## config.mk

```make
export PLATFORM = sky130hd
export DESIGN_NAME = truth_table_sweeper
export DESIGN_NICKNAME = d
export VERILOG_FILES = /design/src/rtl/truth_table_sweeper.sv
export SDC_FILE = /design/constraint.sdc
export NUM_CORES = 1
export LEC_CHECK = 0
export BUFFER_PORTS_ARGS = -buffer_cell sky130_fd_sc_hd__buf_2
export CAP_MARGIN = 20
export CORE_MARGIN = 5
export CORE_UTILIZATION = 50
export CTS_BUF_LIST = sky130_fd_sc_hd__clkbuf_2 sky130_fd_sc_hd__clkbuf_4 sky130_fd_sc_hd__clkbuf_8
export DETAILED_ROUTE_END_ITERATION = 10
export GPL_TIMING_DRIVEN = 0
export HOLD_SLACK_MARGIN = 0.1
export PLACE_DENSITY = 0.85
export SYNTH_ARGS = -nofsm -noshare
export SYNTH_HDL_FRONTEND = slang
export SYNTH_SLANG_ARGS = --single-unit
```

## constraint.sdc

```tcl
create_clock -name clk -period 2.09 [get_ports clk]
set_input_delay 0.209 -clock clk [delete_from_list [all_inputs] [get_ports clk]]
set_output_delay 0.209 -clock clk [all_outputs]
set_load 0.01 [all_outputs]
```

## src/rtl/truth_table_sweeper.sv

```systemverilog
// truth_table_sweeper
//   Exhaustive-vector self-check engine for an external N-input reduction
//   gate. On start it walks vec_out through 0 .. 2^N-1 in ascending order.
//   Each vector is held for SETTLE cycles and then checked for one cycle
//   against an internal reference (AND / OR / XOR / NAND). The engine
//   reports the mismatch count and the first failing vector.
//
// Parameters:
//   N       number of gate inputs (1..16)
//   SETTLE  cycles each vector is held before sampling (>= 1)
//
// Ports:
//   clk             rising-edge system clock
//   rst             synchronous active-high reset
//   start           sweep request, only honoured in IDLE
//   mode            reference function 0 AND, 1 OR, 2 XOR, 3 NAND (latched at start)
//   dut_f           output of the gate under test
//   vec_out         vector currently applied to the gate under test
//   busy            sweep in progress
//   done            one-cycle pulse when the sweep completes
//   err_cnt         number of mismatching vectors
//   fail_seen       at least one mismatch in the last sweep
//   first_fail_vec  first mismatching vector, 0 if none
//
// Optional build macro:
//   TRUTH_TABLE_STOP_ON_FAIL_EN  end the sweep at the first mismatching vector
module truth_table_sweeper #(
    parameter int N      = 4,
    parameter int SETTLE = 1
) (
    input  logic         clk,
    input  logic         rst,
    input  logic         start,
    input  logic [1:0]   mode,
    input  logic         dut_f,
    output logic [N-1:0] vec_out,
    output logic         busy,
    output logic         done,
    output logic [N:0]   err_cnt,
    output logic         fail_seen,
    output logic [N-1:0] first_fail_vec
);

    localparam int WW = (SETTLE < 1) ? 1 : $clog2(SETTLE + 1);
    localparam int CW = N + 1;

    if (N < 1 || N > 16) begin : g_bad_n
        $error("truth_table_sweeper: N must be in 1..16");
    end
    if (SETTLE < 1) begin : g_bad_settle
        $error("truth_table_sweeper: SETTLE must be >= 1");
    end

    typedef enum logic [1:0] {
        IDLE  = 2'd0,
        APPLY = 2'd1,
        CHECK = 2'd2,
        DONE  = 2'd3
    } state_t;

    state_t        state_q, state_n;
    logic [1:0]    mode_q, mode_n;
    logic [WW-1:0] wait_q, wait_n;
    logic [N-1:0]  vec_n;
    logic          busy_n;
    logic          done_n;
    logic [N:0]    err_n;
    logic          fail_n;
    logic [N-1:0]  ffv_n;
    logic          ref_f;
    logic          mismatch;
    logic          last_vec;

    always_comb begin
        case (mode_q)
            2'd0:    ref_f = &vec_out;
            2'd1:    ref_f = |vec_out;
            2'd2:    ref_f = ^vec_out;
            default: ref_f = ~&vec_out;
        endcase
    end

    assign mismatch = dut_f ^ ref_f;

    // Sweep ends after the all-ones vector, or earlier on the first
    // mismatch when stop-on-fail is built in.
`ifdef TRUTH_TABLE_STOP_ON_FAIL_EN
    assign last_vec = (&vec_out) | mismatch;
`else
    assign last_vec = &vec_out;
`endif

    always_ff @(posedge clk) begin
        if (rst) begin
            state_q        <= IDLE;
            mode_q         <= 2'd0;
            wait_q         <= '0;
            vec_out        <= '0;
            busy           <= 1'b0;
            done           <= 1'b0;
            err_cnt        <= '0;
            fail_seen      <= 1'b0;
            first_fail_vec <= '0;
        end else begin
            state_q        <= state_n;
            mode_q         <= mode_n;
            wait_q         <= wait_n;
            vec_out        <= vec_n;
            busy           <= busy_n;
            done           <= done_n;
            err_cnt        <= err_n;
            fail_seen      <= fail_n;
            first_fail_vec <= ffv_n;
        end
    end

    // done is registered: it rises on the edge that enters DONE and is
    // therefore high exactly while the FSM sits in DONE.
    always_comb begin
        state_n = state_q;
        mode_n  = mode_q;
        wait_n  = wait_q;
        vec_n   = vec_out;
        busy_n  = busy;
        done_n  = 1'b0;
        err_n   = err_cnt;
        fail_n  = fail_seen;
        ffv_n   = first_fail_vec;

        case (state_q)
            IDLE: begin
                if (start) begin
                    mode_n  = mode;
                    vec_n   = '0;
                    wait_n  = '0;
                    err_n   = '0;
                    fail_n  = 1'b0;
                    ffv_n   = '0;
                    busy_n  = 1'b1;
                    state_n = APPLY;
                end
            end
            APPLY: begin
                wait_n = wait_q + WW'(1);
                if (wait_q == WW'(SETTLE - 1)) begin
                    state_n = CHECK;
                end
            end
            CHECK: begin
                if (mismatch) begin
                    err_n = err_cnt + CW'(1);
                    if (!fail_seen) begin
                        ffv_n  = vec_out;
                        fail_n = 1'b1;
                    end
                end
                if (last_vec) begin
                    busy_n  = 1'b0;
                    done_n  = 1'b1;
                    state_n = DONE;
                end else begin
                    vec_n   = vec_out + N'(1);
                    wait_n  = '0;
                    state_n = APPLY;
                end
            end
            DONE: begin
                state_n = IDLE;
            end
            default: begin
                state_n = IDLE;
            end
        endcase
    end

endmodule
```

==> impl_metrics.py, run 1 <==
metrics = {
    "worst_setup_path": {
        "crit_type": "reg -> reg",
        "critPathArrivalTime_ns": 2.32,
        "cp-start-kind": "flop",
        "cp_max_fo": 4,
        "crit_required_ns": 2.33,
        "critPathCaptureType": "flop",
    },
    "timing": {
        "rsz0062_at_grt": "yes",
        "finalHoldViolCount": 0,
        "worstMarginPinSlew_ns": 0.613,
        "drv_slew": 0,
        "finalSetupViolations": 0,
        "holdWs_ns": 0.133,
        "period_share": 0.994,
        "fin_setup_tns_ns": 0,
        "clock.fmax_mhz": 481,
        "slew_headroom": 0.590,
        "skew_ns": 0.0120,
        "period_needed_ns": 2.08,
    },
    "route": {
        "drt_iter0_markers": 15,
        "wirelength_um": 2470,
        "final_antenna_net_count": 0,
        "wire_per_inst_um": 13.9,
        "vias": 987,
        "dr.pass1.iters": 6,
        "viasPerCell": 5.58,
        "drc": 0,
    },
    "floorplan": {
        "die_w_um": 55.9,
        "fp.coreArea_um2": 1980,
        "ios": 22,
        "dieArea_um2": 3120,
        "die_h_um": 55.9,
        "num_rows": 16,
        "initial_utilization": 0.531,
    },
    "clocking": {
        "postCtsHoldBufs": 0,
        "h-tree-depth": 1,
        "path_clk_slew_ns": 0.12,
        "cts.sinks": 21,
        "cts_max_path_buffers": 2,
        "cts_root_buffer": "clkbuf_4",
        "cts_tree": "built",
        "insertion_delay_ns": 0.31,
        "cts_buffers": 3,
    },
    "cells_and_area": {
        "layout.cells.most_common": "buf_2",
        "fillerInstances": 162,
        "insertedDiodeCount": 0,
        "final_layout_size_suffix_gt1_frac": 0.340,
        "area_growth_pct": 22.8,
        "regArea_um2": 430,
        "nNetsFinal": 162,
        "layout_common_cells": "buf_2 (22), dfxtp_1 (17), nor2_1 (15), nand2_1 (13), a21oi_1 (11)",
        "multi_input_area_um2": 624,
    },
    "pwr": {
        "clockPowerShare": 0.279,
        "p_int_mw": 0.548,
        "p_sw_mw": 0.194,
        "combPwrFrac": 0.146,
        "power.total_mw": 0.742,
        "peakVddDrop_mv": 0.510,
        "power_per_cell_area_nw_per_um2": 574,
        "leakagePower_nw": 0.555,
        "power_frac_seq": 0.574,
        "switching_share": 0.261,
    },
    "global_route": {
        "grt_max_degree": 12,
        "grtUsageTotal": 0.153,
        "overflow": 0,
        "grt_pass1_wl_um": 3840,
        "first_global_vias": 915,
        "antenna_found_initial": 0,
    },
    "yosys": {
        "synth-warning-count": 0,
        "synth.ff_latch_count": 21,
        "syn_area_per_cell_um2": 8.63,
        "yosysSeqAreaShare": 0.400,
        "ys_types": 37,
        "syn-cell-area_um2": 1050,
        "syn_inst": 122,
        "syn_nets": 133,
    },
    "status": {
        "status": "completed",
    },
    "worst_hold_path": {
        "hp-class": "in -> reg",
    },
    "placed_design": {
        "hpwl_um": 1730,
        "portBuffers": 21,
        "gp_congestion": 0.758,
    },
    "job": {
        "drv_cap": 0,
    },
}
-- metrics by stage --
step                      setup slack (ns)  area (um2)   util  std cells
after detailed placement            -0.107        1190  0.601        170
after floorplan                     0.0668        1050      -        122
after global placement             -0.0579        1190  0.601        170
after global routing               -0.0486        1290  0.652        177
final                               0.0120        1290  0.652        177
after CTS                          -0.0211        1240  0.628        175
-- Yosys cell counts --
cell,instances,area (um2)
a21oi_1,11,55.1
buf_6,2,22.5
and2b_2,1,8.76
or3b_2,1,8.76
o21ai_0,4,20.0
xor2_1,1,8.76
nor3b_1,3,22.5
a22oi_1,1,7.51
and2b_4,1,10.0
nand2_1,13,48.8
or4_1,1,7.51
and2_1,1,6.26
a32oi_2,1,16.3
a31o_2,1,8.76
a21o_1,1,7.51
and2_0,1,6.26
mux2_2,4,45.0
a211oi_1,1,7.51
buf_2,1,5.00
o21ai_1,1,5.00
xnor2_1,2,17.5
or4b_1,1,10.0
or2_2,1,6.26
mux2i_1,2,20.0
nor3_1,3,15.0
or2b_2,1,8.76
nand2b_1,5,31.3
nand4b_1,1,8.76
ha_1,5,62.6
nand4_1,1,6.26
nor2_1,15,56.3
buf_1,1,3.75
inv_1,4,15.0
nand3_1,6,30.0
dfxtp_1,21,420
or3_1,1,6.26
and3_1,1,6.26
-- logic make-up (layout without fill, tap and decap cells) --
logic type | Yosys count | in the layout | synth area share
AOI/OAI and AO/OA | 21 | 21 | 0.121
DFF | 21 | 21 | 0.400
xor gates and xnor gates | 3 | 3 | 0.0250
adders and majority gates | 5 | 5 | 0.0595
muxes | 6 | 6 | 0.0618
buffers and inverters | 8 | 36 | 0.0440
and+or+nand+nor | 58 | 58 | 0.289
-- final timing paths --
| kind | from | end | slack (ns) | depth (start not counted) |
|---|---|---|---|---|
| setup / recovery | vec_out[2] | first_fail_vec[2] | 0.01 | 8 |
| hold / removal | mode[1] | mode_q[1] | 0.13 | 3 |
| setup reg to reg | vec_out[2] | first_fail_vec[2] | 0.01 | 8 |
| hold reg to reg | err_cnt[4] | err_cnt[4] | 0.50 | 2 |
-- registers in the layout (all words and copies together) (netlist names) --
register,count
err_cnt,5
first_fail_vec,4
vec_out,4
mode_q,2
state_q,2
busy,1
done,1
fail_seen,1
wait_q,1
-- what timing repair did --
| action | 4_1_cts | 5_1_grt |
|---|---|---|
| pin swaps | 1 | 3 |
| resized for setup | 7 | 7 |
| setup endpoints to repair | 6 | 8 |
| setup buffers | 1 | 2 |
-- metal layers --
layer	vias to the layer above	track usage	part of all wire
met5	-	0	0
met3	8	0.0557	0.065
li1	476	-	-
met1	470	0.167	0.41
met4	0	0.0678	0.017
met2	33	0.265	0.50
-- worst max-delay path, cell delays in order (launching register included) --
cell and delay (ns):
dfxtp_2 0.36, inv_1 0.08, ha_1 0.30, xor2_1 0.15, a32oi_2 0.14, buf_4 0.17
mux2i_4 0.32, mux2_2 0.39, nor2_1 0.08
-- power groups by stage --
stage | Clock (mW) | Combinational [mW] | Sequential (mW)
floorplan | 0 | 0.0711 | 0.436
global placement | 0 | 0.0964 | 0.435
detailed placement | 0 | 0.0992 | 0.437
CTS | 0.215 | 0.102 | 0.427
global route | 0.236 | 0.120 | 0.429
finish | 0.207 | 0.108 | 0.426
-- area by class of cell --
cell class	count	share of cell area
timing repair buffer	24	0.0987
tap	27	0.0261
inverter	4	0.0116
buffer	4	0.0242
multi-input combinational	93	0.483
clock buffer	4	0.0232
sequential	21	0.333
Note: power is estimated with default switching activity, not from simulation.
==> run 2: changes to the inputs <==
- CORE_UTILIZATION: 50 -> 52
- PLACE_DENSITY: 0.85 -> 0.84
- clock period: 2.09 -> 2.5 ns (I/O delays scaled with it)
==> run 2 against run 1 <==
Against the previous run: die area fell by 3.2%; sequential share of layout area up 1.1 points; flip-flop and latch count did not move; clock skew down 0.0084 ns; largest power group unchanged; global-route usage increased by 1.5 points; register-to-register slack better by 0.24 ns; design area fell by 5.5%; non-clock buffer count shrank 3; hold slack improved by 0.043 ns; critical path depth decreased by 1; routed wire length down 11%; utilization shrank 2.3 points.
==> impl_metrics.py, run 2 (synthesis gave the netlist of run 1 again) <==
metrics = {
    "clocking": {
        "cts_root_buffer": "clkbuf_4",
        "cts.sinks": 21,
        "cts_buffers": 3,
        "path_clk_slew_ns": 0.11,
        "h-tree-depth": 1,
        "cts_max_path_buffers": 2,
        "cts_tree": "built",
        "postCtsHoldBufs": 0,
        "cts.repair.resized": 0,
        "post_cts_buffers": 0,
        "insertion_delay_ns": 0.30,
    },
    "route": {
        "dr.pass1.iters": 4,
        "wire_per_inst_um": 12.6,
        "drc": 0,
        "viasPerCell": 5.32,
        "wl_met3_um": 76,
        "dr_wl_met2_um": 1060,
        "m1WireLength_um": 1010,
        "drt_iter0_markers": 15,
        "vias": 926,
        "highest_layer": "met4",
        "wirelength_um": 2190,
        "final_antenna_net_count": 0,
    },
    "pwr": {
        "power_per_cell_area_nw_per_um2": 500,
        "leakagePower_nw": 0.535,
        "peakVddDrop_mv": 0.308,
        "power.total_mw": 0.610,
    },
    "worst_setup_path": {
        "crit_required_ns": 2.74,
        "cp_max_fo": 6,
        "critPathCaptureType": "flop",
        "cp-start-kind": "flop",
        "crit_type": "reg -> reg",
        "critPathArrivalTime_ns": 2.49,
    },
    "cells_and_area": {
        "area_growth_pct": 16.1,
        "layout.cells.most_common": "buf_2",
        "layout_common_cells": "buf_2 (22), dfxtp_1 (21), nor2_1 (15), nand2_1 (13), a21oi_1 (11)",
        "regMostFlops": "err_cnt",
        "final_layout_size_suffix_gt1_frac": 0.265,
        "top_regs": "err_cnt (5), first_fail_vec (4), vec_out (4)",
        "largest_reg_flops": 5,
        "nNetsFinal": 159,
        "fin_cells": 174,
        "insertedDiodeCount": 0,
        "design_area_um2": 1220,
    },
    "timing": {
        "drv_slew": 0,
        "period_share": 0.898,
        "fin_setup_tns_ns": 0,
        "slew_headroom": 0.579,
        "clock.fmax_mhz": 446,
        "period_needed_ns": 2.24,
        "skew_ns": 0.00360,
        "worstMarginPinSlew_ns": 0.630,
        "finalSetupViolations": 0,
        "finalHoldViolCount": 0,
        "fin_ws_ns": 0.256,
        "rsz0062_at_grt": "no",
    },
    "placed_design": {
        "portBuffers": 21,
        "gp_congestion": 0.802,
        "placed_cells": 170,
        "place_area_um2": 1190,
        "hpwl_um": 1690,
        "place_ws_ns": 0.283,
    },
    "floorplan": {
        "num_rows": 16,
        "ios": 22,
        "initial_utilization": 0.542,
        "die_h_um": 55.0,
        "die_w_um": 55.0,
        "fp.coreArea_um2": 1940,
        "dieArea_um2": 3020,
    },
    "job": {
        "drv_cap": 0,
    },
    "status": {
        "status": "completed",
    },
    "global_route": {
        "overflow": 0,
        "grt_max_degree": 12,
        "grtUsageTotal": 0.168,
        "antenna_found_initial": 0,
        "grt_pass1_wl_um": 3590,
        "first_global_vias": 833,
    },
    "worst_hold_path": {
        "hp-class": "in -> reg",
    },
}
==> run 2: critical path: stages, from the launching register on <==
cell and delay [ns]:
dfxtp_1 0.45, inv_1 0.09, ha_1 0.33, xor2_1 0.16
a32oi_2 0.23, mux2i_1 0.47, mux2_2 0.39, nor2_1 0.08
==> run 2: area by class of cell <==
type,count,area [um2]
fill,180,721
multi-input combinational,93,586
sequential,21,420
timing repair buffer,21,105
tap,27,33.8
buffer,4,31.3
clock buffer,4,30.0
inverter,4,15.0
==> run 2: power breakdown <==
| group | switching (mW) | total, mW | internal (mW) |
|---|---|---|---|
| Sequential | 0.0127 | 0.358 | 0.345 |
| Clock | 0.0964 | 0.169 | 0.0730 |
| Combinational | 0.0460 | 0.0829 | 0.0369 |
| Total | 0.155 | 0.610 | 0.455 |
==> run 2: path summary, 6_finish.rpt <==
path / startpoint / to / slack [ns] / cells after the start
setup reg to reg: vec_out[0] / first_fail_vec[1] / 0.26 / 7
hold reg to reg: err_cnt[4] / err_cnt[4] / 0.49 / 2
setup / recovery: vec_out[0] / first_fail_vec[1] / 0.26 / 7
hold / removal: mode[0] / mode_q[0] / 0.18 / 3
==> run 2: per-stage QoR <==
step	utilization	hold WS, ns
2_1_floorplan	-	0.386
3_3_place_gp	0.613	0.465
3_5_place_dp	0.613	0.484
4_1_cts	0.629	0.171
5_1_grt	0.629	0.181
6_report	0.629	0.176
==> run 2: metal layers <==
metal | up-vias | track usage
met1 | 429 | 0.214
met5 | - | 0
met4 | 0 | 0.0850
li1 | 470 | -
met3 | 4 | 0.0322
met2 | 23 | 0.270
==> run 3: changes to the inputs <==
- CELL_PAD_IN_SITES_DETAIL_PLACEMENT: not set -> 2
- CELL_PAD_IN_SITES_GLOBAL_PLACEMENT: not set -> 2
- CORE_UTILIZATION: 52 -> 35
- PLACE_DENSITY: 0.84 -> 0.93
==> run 3 against run 2 <==
Against the previous run: routed wire length is 43% higher; worst setup slack worse by 0.048 ns; combinational power is 6.8% higher; power is 1.4% higher; clock skew is 0.0089 ns higher; largest power group unchanged.
==> impl_metrics.py, run 3 (synthesis gave the netlist of run 1 again) <==
metrics = {
    "status": {
        "status": "completed",
    },
    "timing": {
        "finalHoldViolCount": 0,
        "skew_ns": 0.0125,
        "clock.fmax_mhz": 436,
        "holdWs_ns": 0.160,
        "drv_slew": 0,
        "fin_setup_tns_ns": 0,
        "finalSetupViolations": 0,
        "rsz0062_at_grt": "no",
        "worstMarginPinSlew_ns": 0.664,
        "slew_headroom": 0.556,
        "period_needed_ns": 2.29,
        "period_share": 0.917,
    },
    "global_route": {
        "grt_pass1_wl_um": 5370,
        "antenna_found_initial": 0,
        "grt.met2_usage": 0.322,
        "grtUsageTotal": 0.166,
        "first_global_vias": 1083,
        "overflow": 0,
        "grt_busiest_layer": "met2",
        "use_met1": 0.176,
        "met3_usage": 0.0380,
        "grt_max_degree": 13,
    },
    "floorplan": {
        "num_rows": 19,
        "initial_utilization": 0.372,
        "fp.coreArea_um2": 2830,
        "die_h_um": 64.8,
        "die_w_um": 64.8,
        "ios": 22,
        "dieArea_um2": 4200,
    },
    "cells_and_area": {
        "layout_common_cells": "buf_2 (22), dfxtp_1 (21), nor2_1 (15), nand2_1 (13), a21oi_1 (11)",
        "nNetsFinal": 159,
        "design_area_um2": 1220,
        "layout.cells.most_common": "buf_2",
        "insertedDiodeCount": 0,
        "final_layout_size_suffix_gt1_frac": 0.265,
        "largest_reg_flops": 5,
        "top_regs": "err_cnt (5), first_fail_vec (4), vec_out (4)",
        "fillerInstances": 336,
        "area_growth_pct": 16.3,
        "regMostFlops": "err_cnt",
    },
    "worst_hold_path": {
        "hp-start": "mode[0]",
        "hp-class": "in -> reg",
        "whs_path_depth": 3,
        "hold-path-endpoint": "mode_q[0]",
    },
    "worst_setup_path": {
        "critPathArrivalTime_ns": 2.55,
        "cp-start-kind": "flop",
        "critPathCaptureType": "flop",
        "r2r_cells": 7,
        "cp_slowest_cell": "mux2i_1",
        "r2r_setup_slack_ns": 0.21,
        "max_stage_delay_ns": 0.48,
        "rr_startpoint": "vec_out[0]",
        "crit_required_ns": 2.75,
        "critical-path-top-delay-family": "multiplexers",
        "crit_type": "reg -> reg",
        "critPathBufInv": 1,
        "cp_max_fo": 6,
        "crit_chain": "inv_1 > ha_1 > xor2_1 > a32oi_2 > mux2i_1 > mux2_2 > nor2_1",
        "regToRegEndpoint": "first_fail_vec[2]",
    },
    "route": {
        "vias": 970,
        "drc": 0,
        "wire_per_inst_um": 17.5,
        "wirelength_um": 3120,
        "viasPerCell": 5.45,
        "final_antenna_net_count": 0,
        "drt_iter0_markers": 16,
        "dr.pass1.iters": 4,
    },
    "clocking": {
        "insertion_delay_ns": 0.31,
        "cts.repair.resized": 0,
        "cts_buffers": 3,
        "postCtsHoldBufs": 0,
        "post_cts_buffers": 0,
        "path_clk_slew_ns": 0.13,
        "cts_root_buffer": "clkbuf_4",
        "h-tree-depth": 1,
        "cts.sinks": 21,
        "cts_tree": "built",
        "cts_max_path_buffers": 2,
    },
    "placed_design": {
        "hpwl_um": 2390,
        "place_area_um2": 1200,
        "gp_congestion": 0.772,
        "portBuffers": 21,
    },
    "job": {
        "drv_cap": 0,
    },
    "pwr": {
        "peakVddDrop_mv": 0.254,
        "power_per_cell_area_nw_per_um2": 506,
        "leakagePower_nw": 0.534,
    },
}
-- run 3: changes by cell type in the layout (fill, tap and decap cells not counted) --
cell,previous run,this run
clkinv_2,0,1
clkbuf_4,4,3
-- run 3: worst max path at each step --
stage	start	endpoint	cells past startpoint
after floorplan	vec_out[0]	first_fail_vec[0]	7
after global placement	vec_out[0]	first_fail_vec[0]	7
after detailed placement	vec_out[0]	first_fail_vec[1]	7
after CTS	vec_out[0]	first_fail_vec[2]	7
after global routing	vec_out[0]	first_fail_vec[1]	7
final	vec_out[0]	first_fail_vec[2]	7
-- run 3: worst reg2reg max path: cells and delay by family, from the launching register on --
family | cells | cell delay [ns]
AO/OA/AOI/OAI | 1 | 0.23
adder cells (fa/ha/maj) | 1 | 0.34
XOR/XNOR | 1 | 0.16
buffers and inverters | 1 | 0.10
flip-flops | 1 | 0.45
AND/OR/NAND/NOR | 1 | 0.10
multiplexers | 2 | 0.87
-- run 3: final cells by class --
| type | count | area [um2] | area share |
|---|---|---|---|
| clock buffers | 3 | 22.5 | 0.0184 |
| well taps | 31 | 38.8 | 0.0317 |
| inverters | 4 | 15.0 | 0.0123 |
| multi-input cells | 93 | 586 | 0.479 |
| flip-flops and latches | 21 | 420 | 0.344 |
| clock inverters | 1 | 5.00 | 0.00409 |
| repair buffers | 21 | 105 | 0.0859 |
| plain buffers | 4 | 31.3 | 0.0256 |
-- run 3: layer usage --
layer  wire, um  part of all wire
met4         23            0.0074
met3        110             0.035
met2       1660              0.53
met1       1330              0.42
met5          0                 0
-- run 3: through the flow --
stage / util / setup slack, ns / cells / power, mW
after detailed placement: 0.423 / 0.236 / 174 / 0.455
after CTS: 0.433 / 0.186 / 178 / 0.629
final: 0.433 / 0.207 / 178 / 0.619
after floorplan: - / 0.477 / 122 / 0.424
after global routing: 0.433 / 0.0678 / 178 / 0.661
after global placement: 0.423 / 0.309 / 174 / 0.447
-- run 3: report_power, final --
part           internal [mW]  leakage (nW)  switching (mW)  total (mW)
Clock                 0.0597        0.0177           0.111       0.170
Sequential             0.345         0.170          0.0147       0.360
Combinational         0.0371         0.346          0.0515      0.0885
Total                  0.442         0.534           0.177       0.619
